File: src/rtl/uart_pkg.sv
// Shared UART definitions: receiver state encoding, framing constants and the
// baud divisor helper used by both the receiver and the transmitter.
package uart_pkg;

  typedef enum logic [2:0] {
    IDLE,
    START,
    DATA,
    STOP,
    WAIT_HIGH
  } rx_state_t;

  localparam int unsigned OVERSAMPLE = 16;
  localparam int unsigned DATA_BITS  = 8;

  // Rounded clocks-per-oversample-tick.
  function automatic int unsigned baud_div(input int unsigned clk, input int unsigned baud);
    return (clk + (OVERSAMPLE / 2) * baud) / (OVERSAMPLE * baud);
  endfunction

endpackage

File: src/rtl/uart_byte_rx_if.sv
// Valid/ready byte stream from the UART receiver to the CPU register logic.
interface uart_byte_rx_if;
  import uart_pkg::*;

  logic [DATA_BITS-1:0] rx_data;
  logic                 rx_valid;
  logic                 rx_ready;

  modport master (
    output rx_data,
    output rx_valid,
    input  rx_ready
  );

  modport slave (
    input  rx_data,
    input  rx_valid,
    output rx_ready
  );

endinterface

File: src/rtl/uart_rx_fifo.sv
// Small synchronous FIFO for received bytes; head is read directly from the
// register array so it changes only on a clock edge.
module uart_rx_fifo #(
  parameter int unsigned WIDTH = 8,
  parameter int unsigned DEPTH = 4
) (
  input  logic             clk,
  input  logic             rst,
  input  logic             push,
  input  logic [WIDTH-1:0] push_data,
  input  logic             pop,
  output logic [WIDTH-1:0] head,
  output logic             full,
  output logic             empty
);

  localparam int unsigned AW = $clog2(DEPTH);

  logic [AW:0]      wr_ptr;
  logic [AW:0]      rd_ptr;
  logic [WIDTH-1:0] mem [DEPTH];
  logic             do_pop;
  logic             do_push;

  assign empty   = (wr_ptr == rd_ptr);
  assign full    = (wr_ptr[AW] != rd_ptr[AW]) && (wr_ptr[AW-1:0] == rd_ptr[AW-1:0]);
  assign do_pop  = pop && !empty;
  // A pop in the same cycle frees the slot the push is about to use.
  assign do_push = push && (!full || do_pop);
  assign head    = mem[rd_ptr[AW-1:0]];

  always_ff @(posedge clk or posedge rst) begin
    if (rst) begin
      wr_ptr <= '0;
      rd_ptr <= '0;
      for (int unsigned i = 0; i < DEPTH; i++) begin
        mem[i] <= '0;
      end
    end else begin
      if (do_push) begin
        mem[wr_ptr[AW-1:0]] <= push_data;
        wr_ptr              <= wr_ptr + 1'b1;
      end
      if (do_pop) begin
        rd_ptr <= rd_ptr + 1'b1;
      end
    end
  end

endmodule

File: src/rtl/uart_byte_rx.sv
// UART 8N1 receive front end: rxd synchroniser, 16x oversampling FSM with
// mid-bit sampling, and a receive FIFO presented as a valid/ready stream.
module uart_byte_rx
  import uart_pkg::*;
#(
  parameter int unsigned CLK_FREQ   = 50_000_000,
  parameter int unsigned BAUD       = 115200,
  parameter int unsigned FIFO_DEPTH = 4
) (
  input  logic           cpu_clk,
  input  logic           cpu_rst,
  input  logic           rxd,
  uart_byte_rx_if.master rx,
  output logic           frame_err,
  output logic           overrun,
  output logic           rx_busy
);

  localparam int unsigned DIV = baud_div(CLK_FREQ, BAUD);
  localparam int unsigned TW  = (DIV > 1) ? $clog2(DIV) : 1;
  localparam int unsigned OW  = $clog2(OVERSAMPLE);
  localparam int unsigned BW  = $clog2(DATA_BITS);

  localparam logic [TW-1:0] TICK_LAST = TW'(DIV - 1);
  localparam logic [OW-1:0] OS_MID    = OW'(OVERSAMPLE / 2 - 1);
  localparam logic [OW-1:0] OS_LAST   = OW'(OVERSAMPLE - 1);
  localparam logic [BW-1:0] BIT_LAST  = BW'(DATA_BITS - 1);

  logic [1:0]           sync;
  logic                 rxd_s;
  logic [TW-1:0]        div_cnt;
  logic                 tick;
  rx_state_t            state;
  logic [OW-1:0]        os_cnt;
  logic [BW-1:0]        bit_idx;
  logic [DATA_BITS-1:0] shreg;
  logic                 stop_sample;
  logic                 pop;
  logic                 push;
  logic                 room;
  logic                 fifo_full;
  logic                 fifo_empty;
  logic [DATA_BITS-1:0] fifo_head;

  assign rxd_s = sync[1];

  always_ff @(posedge cpu_clk or posedge cpu_rst) begin
    if (cpu_rst) begin
      sync <= 2'b11;
    end else begin
      sync <= {sync[0], rxd};
    end
  end

  assign tick = (div_cnt == TICK_LAST);

  always_ff @(posedge cpu_clk or posedge cpu_rst) begin
    if (cpu_rst) begin
      div_cnt <= '0;
    end else if (tick) begin
      div_cnt <= '0;
    end else begin
      div_cnt <= div_cnt + 1'b1;
    end
  end

  assign pop         = rx.rx_valid && rx.rx_ready;
  assign room        = !fifo_full || pop;
  assign stop_sample = (state == STOP) && tick && (os_cnt == OS_LAST);
  assign push        = stop_sample && rxd_s && room;

  always_ff @(posedge cpu_clk or posedge cpu_rst) begin
    if (cpu_rst) begin
      state     <= IDLE;
      os_cnt    <= '0;
      bit_idx   <= '0;
      shreg     <= '0;
      frame_err <= 1'b0;
      overrun   <= 1'b0;
    end else begin
      frame_err <= 1'b0;
      overrun   <= 1'b0;
      case (state)
        IDLE: begin
          if (!rxd_s) begin
            os_cnt <= '0;
            state  <= START;
          end
        end
        START: begin
          if (tick) begin
            if (os_cnt == OS_MID) begin
              if (rxd_s) begin
                state <= IDLE;
              end else begin
                os_cnt  <= '0;
                bit_idx <= '0;
                state   <= DATA;
              end
            end else begin
              os_cnt <= os_cnt + 1'b1;
            end
          end
        end
        // os_cnt wraps from OS_LAST to zero, which re-arms the next bit period.
        DATA: begin
          if (tick) begin
            os_cnt <= os_cnt + 1'b1;
            if (os_cnt == OS_LAST) begin
              shreg   <= {rxd_s, shreg[DATA_BITS-1:1]};
              bit_idx <= bit_idx + 1'b1;
              if (bit_idx == BIT_LAST) begin
                state <= STOP;
              end
            end
          end
        end
        STOP: begin
          if (tick) begin
            os_cnt <= os_cnt + 1'b1;
            if (os_cnt == OS_LAST) begin
              if (!rxd_s) begin
                frame_err <= 1'b1;
                state     <= WAIT_HIGH;
              end else begin
                overrun <= !room;
                state   <= IDLE;
              end
            end
          end
        end
        WAIT_HIGH: begin
          if (rxd_s) begin
            state <= IDLE;
          end
        end
        default: state <= IDLE;
      endcase
    end
  end

  assign rx_busy = (state != IDLE);

  uart_rx_fifo #(
    .WIDTH (DATA_BITS),
    .DEPTH (FIFO_DEPTH)
  ) u_fifo (
    .clk       (cpu_clk),
    .rst       (cpu_rst),
    .push      (push),
    .push_data (shreg),
    .pop       (pop),
    .head      (fifo_head),
    .full      (fifo_full),
    .empty     (fifo_empty)
  );

  assign rx.rx_valid = !fifo_empty;
  assign rx.rx_data  = fifo_head;

endmodule

File: src/flat_wrapper.sv
// flat-port wrapper written by rule: the top's interface ports become plain ports
module uart_byte_rx_flat import uart_pkg::*;
#(
  parameter int unsigned CLK_FREQ   = 50_000_000,
  parameter int unsigned BAUD       = 115200,
  parameter int unsigned FIFO_DEPTH = 4
)
  (cpu_clk, cpu_rst, rxd, frame_err, overrun, rx_busy, rx_rx_data, rx_rx_valid, rx_rx_ready);
  uart_byte_rx_if rx_i ();
  input  logic cpu_clk;
  input  logic cpu_rst;
  input  logic rxd;
  output logic frame_err;
  output logic overrun;
  output logic rx_busy;
  output wire logic [$bits(rx_i.rx_data)-1:0] rx_rx_data;
  output wire logic [$bits(rx_i.rx_valid)-1:0] rx_rx_valid;
  input wire logic [$bits(rx_i.rx_ready)-1:0] rx_rx_ready;
  assign rx_rx_data = rx_i.rx_data;
  assign rx_rx_valid = rx_i.rx_valid;
  assign rx_i.rx_ready = rx_rx_ready;
  uart_byte_rx #(.CLK_FREQ(CLK_FREQ), .BAUD(BAUD), .FIFO_DEPTH(FIFO_DEPTH)) u_core (.cpu_clk(cpu_clk), .cpu_rst(cpu_rst), .rxd(rxd), .rx(rx_i), .frame_err(frame_err), .overrun(overrun), .rx_busy(rx_busy));
endmodule
File: config.mk
export PLATFORM = sky130hd
export DESIGN_NAME = uart_byte_rx_flat
export DESIGN_NICKNAME = d
export VERILOG_FILES = /design/src/rtl/uart_pkg.sv /design/src/rtl/uart_byte_rx_if.sv /design/src/rtl/uart_rx_fifo.sv /design/src/rtl/uart_byte_rx.sv /design/src/flat_wrapper.sv
export SDC_FILE = /design/constraint.sdc
export NUM_CORES = 1
export LEC_CHECK = 0
export ABC_AREA = 1
export CORE_UTILIZATION = 50
export DETAILED_ROUTE_END_ITERATION = 10
export PLACE_DENSITY = 0.66
export SLEW_MARGIN = 20
export SYNTH_ARGS = -nofsm -noshare
export SYNTH_HDL_FRONTEND = slang
export SYNTH_SLANG_ARGS = --single-unit
File: constraint.sdc
create_clock -name cpu_clk -period 4.7 [get_ports cpu_clk]
set_clock_uncertainty 0.1 [all_clocks]
set_input_delay 0.94 -clock cpu_clk [delete_from_list [all_inputs] [get_ports cpu_clk]]
set_output_delay 0.94 -clock cpu_clk [all_outputs]
set_load 0.05 [all_outputs]
# Yosys cells after proc, flatten, opt, wreduce, memory -nomap -nowiden
# Index checks and enable logic that the tools add are counted.
[totals] ff_bits=65 in_bits=4 out_inout_bits=12 elab_cells=107
[classes] add_sub_neg=5 magnitude_cmp=3 eq_ne=22 muxes=38 bitwise=2 reduce_logical=23
[op_table] operator="two-way mux 3 bit" count=15
[op_table] operator="bitwise mux 32 bit" count=1
[op_table] operator="two-way mux 8 bit" count=3
[op_table] operator="binary-select mux 8 bit (select 2 bit)" count=1
[op_table] operator="demux 8 bit (select 2 bit)" count=1
[op_table] operator="two-way mux 4 bit" count=4
[op_table] operator="inequality test 2 x 1 -> 1 bit (second input constant)" count=8
[op_table] operator="one-hot mux 3 bit (5 select lines)" count=1
[op_table] operator="one-hot mux 4 bit (3 select lines)" count=1
[op_table] operator="adder 3 x 1 -> 3 bit (second input constant)" count=3
[op_table] operator="logical AND 1 bit" count=9
[op_table] operator="AND reduction 9 bit" count=1
[op_table] operator="two-way mux 1 bit" count=8
[op_table] operator="equality test 3 x 2 -> 1 bit (second input constant)" count=2
[op_table] operator="equality test 3 bit (second input constant)" count=2
[op_table] operator="greater-or-equal comparator 3 bit (second input constant)" count=2
[op_table] operator="inequality test 2 bit (second input constant)" count=3
[op_table] operator="inverter 2 -> 3 bit" count=2
[op_table] operator="one-hot mux 3 bit (2 select lines)" count=1
[op_table] operator="AND reduction 3 bit" count=2
[op_table] operator="AND reduction 6 bit" count=1
[op_table] operator="nonzero test 3 bit" count=2
[op_table] operator="adder 5 x 1 -> 5 bit (second input constant)" count=1
[op_table] operator="equality test 5 bit (second input constant)" count=1
[op_table] operator="other kinds (15)" count=18

# Logic depth before layout (Yosys ltp)
[logic_depth] depth_word=9 mapped_depth=11 ltp_nobuf=11

# Hierarchy
# A second synthesis with hierarchy kept.
[hier_totals] hier_cells=401 area_unflattened_um2=3410.8
[by_module_without_submodules] module="uart_rx_fifo" n_inst=1 cells_per_inst=238 area_per_inst_um2=2043.2 seq_area_each_um2=950.9
[by_module_without_submodules] module="uart_byte_rx" n_inst=1 cells_per_inst=163 area_per_inst_um2=1367.6 seq_area_each_um2=678.2

# Worst setup path after synthesis
# No wires, ideal clock.
[synth_timing] path_type="register -> output" startpoint="register u_core.u_fifo.rd_ptr[0]" endpoint="output rx_rx_data[6]" t_arrival_ps=1816 required_ps=3660 slack_ps=1844 stages_incl_launch_ff=6 path_buffers=2 cell_sequence="dfrtp_1 > buf_2 > inv_1 > buf_1 > o21ai_0 > o22ai_1"
[synth_via] elab_chain_len=4
[synth_rtl] item="start, declared" line="uart_rx_fifo.sv:20" source="logic [AW:0] rd_ptr;"
[synth_rtl] item="start signal, assigned" line="uart_rx_fifo.sv:45" source="rd_ptr <= rd_ptr + 1'b1;"
[synth_rtl] item="inverter 2 -> 3 bit (implied by the code)" line="uart_rx_fifo.sv:30" source="assign head = mem[rd_ptr[AW-1:0]];"
[synth_rtl] item="binary-select mux 8 bit (select 2 bit)" line="uart_rx_fifo.sv:30"
[synth_rtl] item="two-way mux 8 bit (implied by the code) (2 in a row)" line="uart_rx_fifo.sv:30"
[synth_rtl] item="end, declared" line="flat_wrapper.sv:16" source="output wire logic [$bits(rx_i.rx_data)-1:0] rx_rx_data;"
# No other way between the ends. The select of a mux whose other input is x is not followed.

# Final worst setup path
# Same ends and word-level chain as after synthesis.

==> metrics <==
peak supply drop=approximately 170 µV; 1st-iter DRT viols=180; Fillers=about 600; Synth Area per Inst=8.17 µm²; # diodes=0; GRT overflow=0; final WL=7090 µm; Bufs and invs on worst path=2; Synth cell types=26; H-tree level count=3; Core Rows=29; critical path cell sequence=inv_1 > o21ai_0 > o22ai_1 > clkdlybuf4s50_1; Worst path top cell family by delay=buffers and inverters; DR vias/cell=5.43; worst hold path class=flip-flop to flip-flop; FF-to-FF Start=u_core.u_fifo.rd_ptr[0]$_DFFE_PP0P_; pwr/cell area=276 mW/mm²; sequential-to-total area share from yosys stat=0.491; clock root buffer master=clkbuf_8; final hold viol count=0; critical path fanouts, max=19; Tcrit/Tclk final=0.749; Post-Syn Area=~0.0033 mm²; Slew Limit Fails=0; area share of the largest cell type after synthesis=0.475; vias in the first global route=approximately 2500; GRT Overall Usage=0.222; fraction of layout cells with a size suffix above 1=0.0831; via count=2705; initial antenna violation count=0; # DRC=0; total CTS buffers=9; r2r setup slk=approximately 2300 ps; Starting Density=0.519; synthesis warning total=0; Worst-Margin Slew=760 ps; area grow syn2layout=10.4%; largest net degree at the start of global routing=41; critical path's slowest cell=clkdlybuf4s50_1; Hold Crit Start=u_core.sync[0]$_DFF_PP1_; final worst path period need=3520 ps; Crit. End Element=output pin; post-route design area=0.00366 mm²; Hold Path Sink=u_core.sync[1]$_DFF_PP1_; CTS tree=done; CP Launch Type=flip-flop; Rel. slew slack=0.492; Setup Buffers After CTS=0; area of the core=approximately 0.0064 mm²; clock sink total=65; hpwl dp=4870 µm; clk_lat worst skew=between 300 and 400 ps; setup TNS=0 ps; area leader, netlist=dfrtp_1; RePlAce Congestion=roughly 0.82; unrepaired setup endpoints after global routing=false; CP required=approximately 3700 ps; worst r2r dst=u_core.u_fifo.mem[18]$_DFFE_PP0P_; WHS Path Cells=0; Die X-Extent=83.5 µm; CTS Hold Buffers Added=0; Final nets=430; Clock Tree Buf Depth=2; drt first pass iters=4; Register-to-Register Path Depth=6; post-CTS sizing=0; Port Buffers=15; Post-Place Cell Area=0.00348 mm²; die extent in y=83.5 µm; status=finished clean; Mapped Nets=420; Final setup viols=0; wire per inst=about 14 µm; arrival time at the worst endpoint=2480 ps; DIE AREA=0.00696 mm²; WS Path Type=flip-flop to output pin; post-route ant nets=0; # Max-Cap Violations=0; first-pass GRT wire length=12100 µm; largest cells by area after synthesis=dfrtp_1 48%, nand2_1 14%, nand4_1 6.2%, nor2_1 4.5%, o21ai_0 3.9%; Synth Instances=between 400 and 500; clk slew on worst S/H paths=80 ps; Leak=about 1.8 nW; slowest stage delay, CP=820 ps; Seq cells post-synth=65; fmax=0.284 GHz; # IOs=16
==> per-layer routing <==
metal	wire length [µm]	share of wire	GRT usage	up-vias
li1	-	-	-	1362
met1	3470	0.49	0.331	1272
met2	3210	0.45	0.328	69
met3	358	0.051	0.0445	2
met4	44	0.0062	0.0693	0
met5	0	0	0	-
==> cells in the mapped netlist <==
master      n
nand2_1   123
a31oi_1     1
nand3_1    20
nand3b_1    1
nor2_1     40
buf_1       2
nor2_8      1
nand2_2     5
inv_2       1
o21ai_1     5
xnor2_1     4
buf_4       4
o21ai_0    26
clkbuf_1    5
ha_1       10
nor2_2      3
nand3_2     5
a21oi_1     5
xor2_1      6
dfrtp_1    63
o22ai_1     8
nor3_1      1
dfstp_2     2
buf_2       6
nand4_1    33
inv_1      26
==> worst max-delay path by stage <==
stage                                              startpoint  cells after the start  slack (ps)       endpoint
after floorplan           u_core.u_fifo.rd_ptr[0]$_DFFE_PP0P_                      5        1840  rx_rx_data[6]
after global placement    u_core.u_fifo.rd_ptr[0]$_DFFE_PP0P_                      4        1600  rx_rx_data[2]
after detailed placement  u_core.u_fifo.rd_ptr[0]$_DFFE_PP0P_                      4        1530  rx_rx_data[6]
after CTS                 u_core.u_fifo.rd_ptr[0]$_DFFE_PP0P_                      4        1160  rx_rx_data[6]
after global routing      u_core.u_fifo.rd_ptr[0]$_DFFE_PP0P_                      4         990  rx_rx_data[3]
final                     u_core.u_fifo.rd_ptr[0]$_DFFE_PP0P_                      4        1180  rx_rx_data[6]
==> power by group <==
part	leakage, nW	internal (W)	switching (W)
logic	0.864	0.00000306	0.0000121
clock network	0.0847	0.000205	0.000227
registers	0.866	0.000560	0.00000109
==> final cells by class <==
type	count	area, µm²	share of cell area
clock inverter	6	41.3	0.0113
multi-input combinational	297	1500	0.409
sequential	65	1630	0.445
clock buffer	10	138	0.0376
tap	77	96.3	0.0263
timing repair buffer	16	158	0.0430
inverter	27	101	0.0277
==> state kept, by name, indices dropped and copies added (netlist names) <==
name and count:
u_core.u_fifo.mem 32, u_core.shreg 8, u_core.div_cnt 5, u_core.os_cnt 4, u_core.bit_idx 3, u_core.state 3
u_core.u_fifo.rd_ptr 3, u_core.u_fifo.wr_ptr 3, u_core.sync 2, u_core.frame_err 1, u_core.overrun 1
==> placed cells by master, fill, tap and decap left out, types with 5 or more instances in the layout <==
cell type / netlist / final
nand2_1: 123 / 123
dfrtp_1: 63 / 63
nor2_1: 40 / 40
nand4_1: 33 / 33
o21ai_0: 26 / 26
inv_1: 26 / 25
nand3_1: 20 / 20
clkdlybuf4s50_1: 0 / 15
ha_1: 10 / 10
clkbuf_8: 0 / 10
o22ai_1: 8 / 8
xor2_1: 6 / 6
nand2_2: 5 / 5
nand3_2: 5 / 5
o21ai_1: 5 / 5
a21oi_1: 5 / 5
==> stage by stage <==
stage                     std cells  setup WS (ps)  utilization  hold slack, ps  total power (W)
after CTS                       498           1160        0.574             263          0.00102
after detailed placement        482           1530        0.546             252         0.000589
after global routing            498            990        0.574             271          0.00105
final                           498           1180        0.574             264          0.00101
after floorplan                 406           1840            -             245         0.000581
after global placement          482           1600        0.546             247         0.000589
==> worst register-to-register path, stage by stage, from the launching register on <==
cell and delay, ps:
dfrtp_1 700, xor2_1 210, nor2_1 80, nand2_2 570, nand3_2 400, nand2_1 140, nand2_1 60
==> cell families after synthesis <==
group / after synthesis / share of synthesized area
compound gates: 45 / 0.0713
xor+xnor: 10 / 0.0264
fa+ha+maj: 10 / 0.0377
buf+inv: 44 / 0.0566
flops: 65 / 0.491
simple gates: 232 / 0.317
No activity file was read; power rests on OpenSTA's default activity.
